`config.mk`:
```
export PLATFORM = sky130hd
export DESIGN_NAME = avalon_mm_pwm_capture
export DESIGN_NICKNAME = d
export VERILOG_FILES = /design/src/rtl/avalon_mm_pwm_capture.sv
export SDC_FILE = /design/constraint.sdc
export NUM_CORES = 1
export LEC_CHECK = 0
export CAP_MARGIN = 20
export CORE_ASPECT_RATIO = 0.6
export CORE_MARGIN = 3
export CORE_UTILIZATION = 25
export CTS_BUF_LIST = sky130_fd_sc_hd__clkbuf_8 sky130_fd_sc_hd__clkbuf_16
export CTS_CLUSTER_DIAMETER = 120
export DETAILED_ROUTE_END_ITERATION = 7
export GPL_TIMING_DRIVEN = 0
export PLACE_DENSITY = 0.39
export SETUP_SLACK_MARGIN = 0.5
export SYNTH_ARGS = -nofsm -noshare
export SYNTH_HDL_FRONTEND = slang
export SYNTH_SLANG_ARGS = --single-unit
```
`constraint.sdc`:
```
create_clock -name clk -period 21.9 [get_ports clk]
set_input_delay 2.19 -clock clk [delete_from_list [all_inputs] [get_ports clk]]
set_output_delay 2.19 -clock clk [all_outputs]
set_load 0.05 [all_outputs]
```
`src/rtl/avalon_mm_pwm_capture.sv`:
```
// Four-channel PWM period / high-time capture behind an Avalon-MM register interface.
// Each input is synchronised and edge-detected, then timed by a prescaled per-channel counter.
`timescale 1ns/1ps
module avalon_mm_pwm_capture (
  input  logic        clk,
  input  logic        reset,
  input  logic [3:0]  address,
  input  logic        read,
  output logic [15:0] readdata,
  input  logic        write,
  input  logic [15:0] writedata,
  input  logic [3:0]  pwm_in
);
  typedef enum logic [1:0] {ST_IDLE = 2'd0, ST_HIGH = 2'd1, ST_LOW = 2'd2} state_t;
  localparam logic [15:0] CNT_MAX = 16'hFFFF;

  logic [3:0]  sync1_q, sync1_d, sync2_q, sync2_d, edge_q, edge_d;
  logic [1:0]  settle_q, settle_d;
  logic [7:0]  divider_q, divider_d;
  logic [3:0]  enable_q, enable_d;
  logic [7:0]  status_q, status_d;
  logic [15:0] readdata_q, readdata_d;
  logic [7:0]  pre_q [4];
  logic [7:0]  pre_d [4];
  logic [15:0] cnt_q [4];
  logic [15:0] cnt_d [4];
  logic [15:0] shadow_q [4];
  logic [15:0] shadow_d [4];
  logic [15:0] period_q [4];
  logic [15:0] period_d [4];
  logic [15:0] high_q [4];
  logic [15:0] high_d [4];
  logic [15:0] captured [4];
  state_t      state_q [4];
  state_t      state_d [4];
  logic [3:0]  rise, fall, tick, latch_high, publish, ovf_set;
  logic        unused_wdata;

  assign unused_wdata = ^writedata[15:8];

  // Edges are ignored until the synchroniser has refilled after reset, so a pin
  // that is already high when reset drops never looks like a rising edge.
  always_comb begin
    sync1_d  = pwm_in;
    sync2_d  = sync1_q;
    edge_d   = sync2_q;
    settle_d = (settle_q == 2'd3) ? settle_q : settle_q + 2'd1;
    rise     = (settle_q == 2'd3) ? (sync2_q & ~edge_q) : 4'h0;
    fall     = (settle_q == 2'd3) ? (~sync2_q & edge_q) : 4'h0;
    for (int i = 0; i < 4; i++) begin
      tick[i]     = (pre_q[i] == divider_q);
      captured[i] = (tick[i] && cnt_q[i] != CNT_MAX) ? cnt_q[i] + 16'd1 : cnt_q[i];
    end
  end

  always_ff @(posedge clk or posedge reset) begin
    if (reset) begin
      for (int i = 0; i < 4; i++) state_q[i] <= ST_IDLE;
    end else begin
      for (int i = 0; i < 4; i++) state_q[i] <= state_d[i];
    end
  end

  always_comb begin
    for (int i = 0; i < 4; i++) begin
      state_d[i] = state_q[i];
      if (!enable_q[i]) begin
        state_d[i] = ST_IDLE;
      end else begin
        case (state_q[i])
          ST_IDLE: if (rise[i]) state_d[i] = ST_HIGH;
          ST_HIGH: begin
            if (cnt_q[i] == CNT_MAX) state_d[i] = ST_IDLE;
            else if (fall[i])        state_d[i] = ST_LOW;
          end
          ST_LOW: begin
            if (cnt_q[i] == CNT_MAX) state_d[i] = ST_IDLE;
            else if (rise[i])        state_d[i] = ST_HIGH;
          end
          default: state_d[i] = ST_IDLE;
        endcase
      end
    end
  end

  always_comb begin
    latch_high = '0;
    publish    = '0;
    ovf_set    = '0;
    for (int i = 0; i < 4; i++) begin
      if (enable_q[i]) begin
        case (state_q[i])
          ST_HIGH: begin
            if (cnt_q[i] == CNT_MAX) ovf_set[i]    = 1'b1;
            else if (fall[i])        latch_high[i] = 1'b1;
          end
          ST_LOW: begin
            if (cnt_q[i] == CNT_MAX) ovf_set[i] = 1'b1;
            else if (rise[i])        publish[i] = 1'b1;
          end
          default: ;
        endcase
      end
    end
  end

  always_comb begin
    for (int i = 0; i < 4; i++) begin
      if (!enable_q[i] || rise[i] || tick[i]) pre_d[i] = 8'h00;
      else                                   pre_d[i] = pre_q[i] + 8'd1;

      if (!enable_q[i] || rise[i])
        cnt_d[i] = 16'h0000;
      else if (state_q[i] != ST_IDLE && tick[i] && cnt_q[i] != CNT_MAX)
        cnt_d[i] = cnt_q[i] + 16'd1;
      else
        cnt_d[i] = cnt_q[i];

      shadow_d[i] = latch_high[i] ? captured[i] : shadow_q[i];
      period_d[i] = publish[i]    ? captured[i] : period_q[i];
      high_d[i]   = publish[i]    ? shadow_q[i] : high_q[i];
    end
  end

  // Hardware sets are OR-ed in after the write-1-to-clear mask so they win a collision.
  always_comb begin
    divider_d = divider_q;
    enable_d  = enable_q;
    if (write && address == 4'd8)  divider_d = writedata[7:0];
    if (write && address == 4'd10) enable_d  = writedata[3:0];
    status_d = (status_q & ~((write && address == 4'd9) ? writedata[7:0] : 8'h00))
             | {ovf_set, publish};

    readdata_d = readdata_q;
    if (read) begin
      case (address)
        4'd0, 4'd1, 4'd2, 4'd3: readdata_d = period_q[address[1:0]];
        4'd4, 4'd5, 4'd6, 4'd7: readdata_d = high_q[address[1:0]];
        4'd8:    readdata_d = {8'h00, divider_q};
        4'd9:    readdata_d = {8'h00, status_q};
        4'd10:   readdata_d = {12'h000, enable_q};
        default: readdata_d = 16'h0000;
      endcase
    end
  end

  assign readdata = readdata_q;

  always_ff @(posedge clk or posedge reset) begin
    if (reset) begin
      sync1_q    <= '0;
      sync2_q    <= '0;
      edge_q     <= '0;
      settle_q   <= '0;
      divider_q  <= '0;
      enable_q   <= '0;
      status_q   <= '0;
      readdata_q <= '0;
      for (int i = 0; i < 4; i++) begin
        pre_q[i]    <= '0;
        cnt_q[i]    <= '0;
        shadow_q[i] <= '0;
        period_q[i] <= '0;
        high_q[i]   <= '0;
      end
    end else begin
      sync1_q    <= sync1_d;
      sync2_q    <= sync2_d;
      edge_q     <= edge_d;
      settle_q   <= settle_d;
      divider_q  <= divider_d;
      enable_q   <= enable_d;
      status_q   <= status_d;
      readdata_q <= readdata_d;
      for (int i = 0; i < 4; i++) begin
        pre_q[i]    <= pre_d[i];
        cnt_q[i]    <= cnt_d[i];
        shadow_q[i] <= shadow_d[i];
        period_q[i] <= period_d[i];
        high_q[i]   <= high_d[i];
      end
    end
  end
endmodule
```
==> flow_summary_export.csv <==
group,metric,value,unit
yosys,ys_warn_count,0,
clock_tree,clk_pin_slew,60,ps
floorplanning,die_w,340.9,um
sta,finalCritPeriodShare,19.61,%
job,drv_cap,0,
yosys,ys_seq_area_share,51.47,%
layout,nNetsFinal,1685,
routing,first_pass_iters,4,
global_routing,grt_use_total,15.06,%
sta,skew,20.27,ps
outcome,outcome,"completed",
yosys,syn-instance-count,1555,
global_routing,grt.overflow.total,0,
yosys,syn_avg_cell_area,10.82,um2
power_and_ir_drop,ir_worst_vdd,0.00004612,V
yosys,synth_area,0.01682,mm2
clock_tree,cts_setup_buffers,0,
clock_tree,htree_levels,2,
worst_setup_path,worstPathArrival,4680,ps
worst_setup_path,worstSetupEndpointType,"register",
global_routing,first_global_vias,11720,
clock_tree,ctsResizeCount,0,
clock_tree,clock_latency,550,ps
sta,report.final.slew_viol_count,0,
layout,layout_commonest_cell,"dfrtp_1",
floorplanning,die_h,206.9,um
routing,drt_iter0_drc,798,
sta,period_needed,4295,ps
routing,post-route-drc-count,0,
floorplanning,start_util,25.69,%
layout,layout_common_cells,"dfrtp_1 (346), nand2_1 (177), nor2_1 (151)",
global_routing,antenna_found_initial,5,
routing,routed-via-count,11830,
clock_tree,cts_buffer_depth,3,
power_and_ir_drop,leakage,8.227,nW
sta,rsz0062_at_grt,"no",
layout,fill_cells,6776,
sta,setup_viol,0,
yosys,synth_enable_flop_cells,0,
power_and_ir_drop,p_per_area,76.34,mW/mm2
yosys,synth_cell_types,61,
yosys,synth_fp_nets,1608,
clock_tree,cts_buffers,36,
yosys,ys_ff_latch,346,
sta,tns,0,ps
routing,drt-total-wl,52.57,mm
placement,preCtsSetupSlack,17100,ps
worst_setup_path,critPathMaxFanout,10,
floorplanning,placement_rows,72,
clock_tree,cts_root_buf,"clkbuf_16",
clock_tree,ctsHoldBuffers,0,
sta,final_hold_viol_count,0,
sta,maxSlewHeadroom,31.28,%
worst_setup_path,crit_type,"in2reg",
layout,antenna_cells,0,
placement,dpl.hpwl,39.97,mm
placement,place_congestion,0.8248,
layout,drive_gt1_share,16.84,%
sta,fmax,232.8,MHz
global_routing,grt_max_degree,113,
placement,portBuffers,33,
floorplanning,dieArea,0.07054,mm2
yosys,ys.flop_type,"dfrtp_1",
hold_path,hold_class,"reg2reg",
floorplanning,pin_count,44,
routing,wl_per_cell,20.66,um
sta,layout_setup_ws,17600,ps
yosys,synth-async-reset-ratio,100.0,%
floorplanning,core-area,0.06549,mm2
routing,drtAntennaViolNets,0,
routing,vias_per_cell,4.647,
clock_tree,cts_sinks,346,
worst_setup_path,cp.required,22290,ps
worst_setup_path,cp-start-kind,"input port",
layout,area_growth,16.53,%
clock_tree,cts_tree,"built",
sta,tightestPinTransition,1018,ps
global_routing,grt_pass1_wl,79.11,mm
==> final cells by class <==
type,instances,area [um2],share of cell area [%]
sequential,346,8658,44.17
timing repair buffer,39,442.9,2.259
tap,888,1111,5.668
buffer,92,476.7,2.432
inverter,33,131.4,0.6702
multi-input combinational,1084,7576,38.65
clock buffer,46,1050,5.355
clock inverter,17,157.7,0.8042
==> worst max-delay path: stages <==
cell	delay, ps
clkdlybuf4s50_1	540
clkbuf_1	600
buf_1	680
mux2i_1	530
o22ai_1	120
==> flip-flops by register name (all words and copies together) (netlist names), 8 cells and up <==
name,flops
period_q,64
readdata,16
high_q,64
status_q,8
shadow_q,64
pre_q,32
divider_q,8
cnt_q,64
state_q,8
==> Yosys cell counts, types with 2 or more instances <==
cell	instances	share of area, %
buf_2	35	1.0
and3_1	16	0.60
nor2_1	151	3.4
mux4_2	32	4.3
nor3b_1	3	0.13
o21ai_1	5	0.15
nor4_2	4	0.30
buf_6	3	0.20
or4_1	5	0.22
buf_1	5	0.11
nand3_1	63	1.9
o41ai_1	3	0.16
buf_4	17	0.76
o22ai_1	8	0.30
nor3_1	28	0.83
nand2b_1	9	0.33
or2_2	6	0.22
clkbuf_1	31	0.69
nand4_1	25	0.93
nor3_2	9	0.54
xor2_1	76	4.0
a21oi_1	32	0.95
nand4_4	2	0.25
a21o_1	2	0.089
nor4_1	15	0.56
a22o_1	2	0.10
mux2i_1	34	2.0
o221ai_1	4	0.21
nand3b_1	4	0.18
nand2_1	177	3.9
or3_1	13	0.48
ha_1	25	1.9
and4_1	5	0.26
nor2b_1	9	0.33
o21ai_0	111	3.3
a32o_1	2	0.12
inv_1	33	0.74
xnor2_1	89	4.6
mux2_2	94	6.3
dfrtp_1	346	51
a31oi_1	2	0.074
==> cell families (layout without fill, tap and decap cells) <==
family | Yosys count | after routing | synth area share [%]
muxes | 161 | 161 | 12.67
and+or+nand+nor | 556 | 556 | 16.07
adders and majority gates | 25 | 25 | 1.859
xor gates and xnor gates | 165 | 165 | 8.591
buffers and inverters | 125 | 227 | 3.570
DFF | 346 | 346 | 51.47
AOI/OAI and AO/OA | 177 | 177 | 5.772
==> per-stage QoR <==
step                      total power (W)  hold slack, ps  cell area [um2]  cells  util, %
after detailed placement        0.0008647           334.7            18400   2482    28.09
after floorplan                 0.0007985           331.2            16820   1555        -
final                            0.001497           349.2            19600   2545    29.93
after global placement          0.0008598           332.9            18260   2476    27.89
after CTS                        0.001520           352.3            19600   2545    29.93
after global routing             0.001568           353.3            19600   2545    29.93
==> path summary, 6_finish.rpt <==
check | from | to | slack [ps] | depth (start not counted)
worst max-delay path | address[2] | readdata[13] | 17600 | 5
worst min-delay path | sync1_q[2] | edge_d[2] | 350 | 0
worst max register to register | cnt_q[33] | cnt_q[41] | 18920 | 8
worst min register to register | sync1_q[2] | edge_d[2] | 350 | 0
max in group asynchronous | reset | cnt_q[38] | 18010 | 5
min in group asynchronous | reset | cnt_q[25] | 2080 | 2
==> layer usage <==
metal  up-vias  wire (um)  GRT usage (%)
li1       5533          -              -
met1      6052      29610          25.17
met2       196      18630          18.24
met3        45       3744          4.638
met4         0        590          2.189
met5         -          0              0
==> power by group <==
group	total (W)	switching (W)	internal, W
clock network	0.000645	0.000272	0.000373
logic	0.000163	0.000109	0.0000540
registers	0.000688	0.0000220	0.000666
Power figures use the tool's default switching activity.
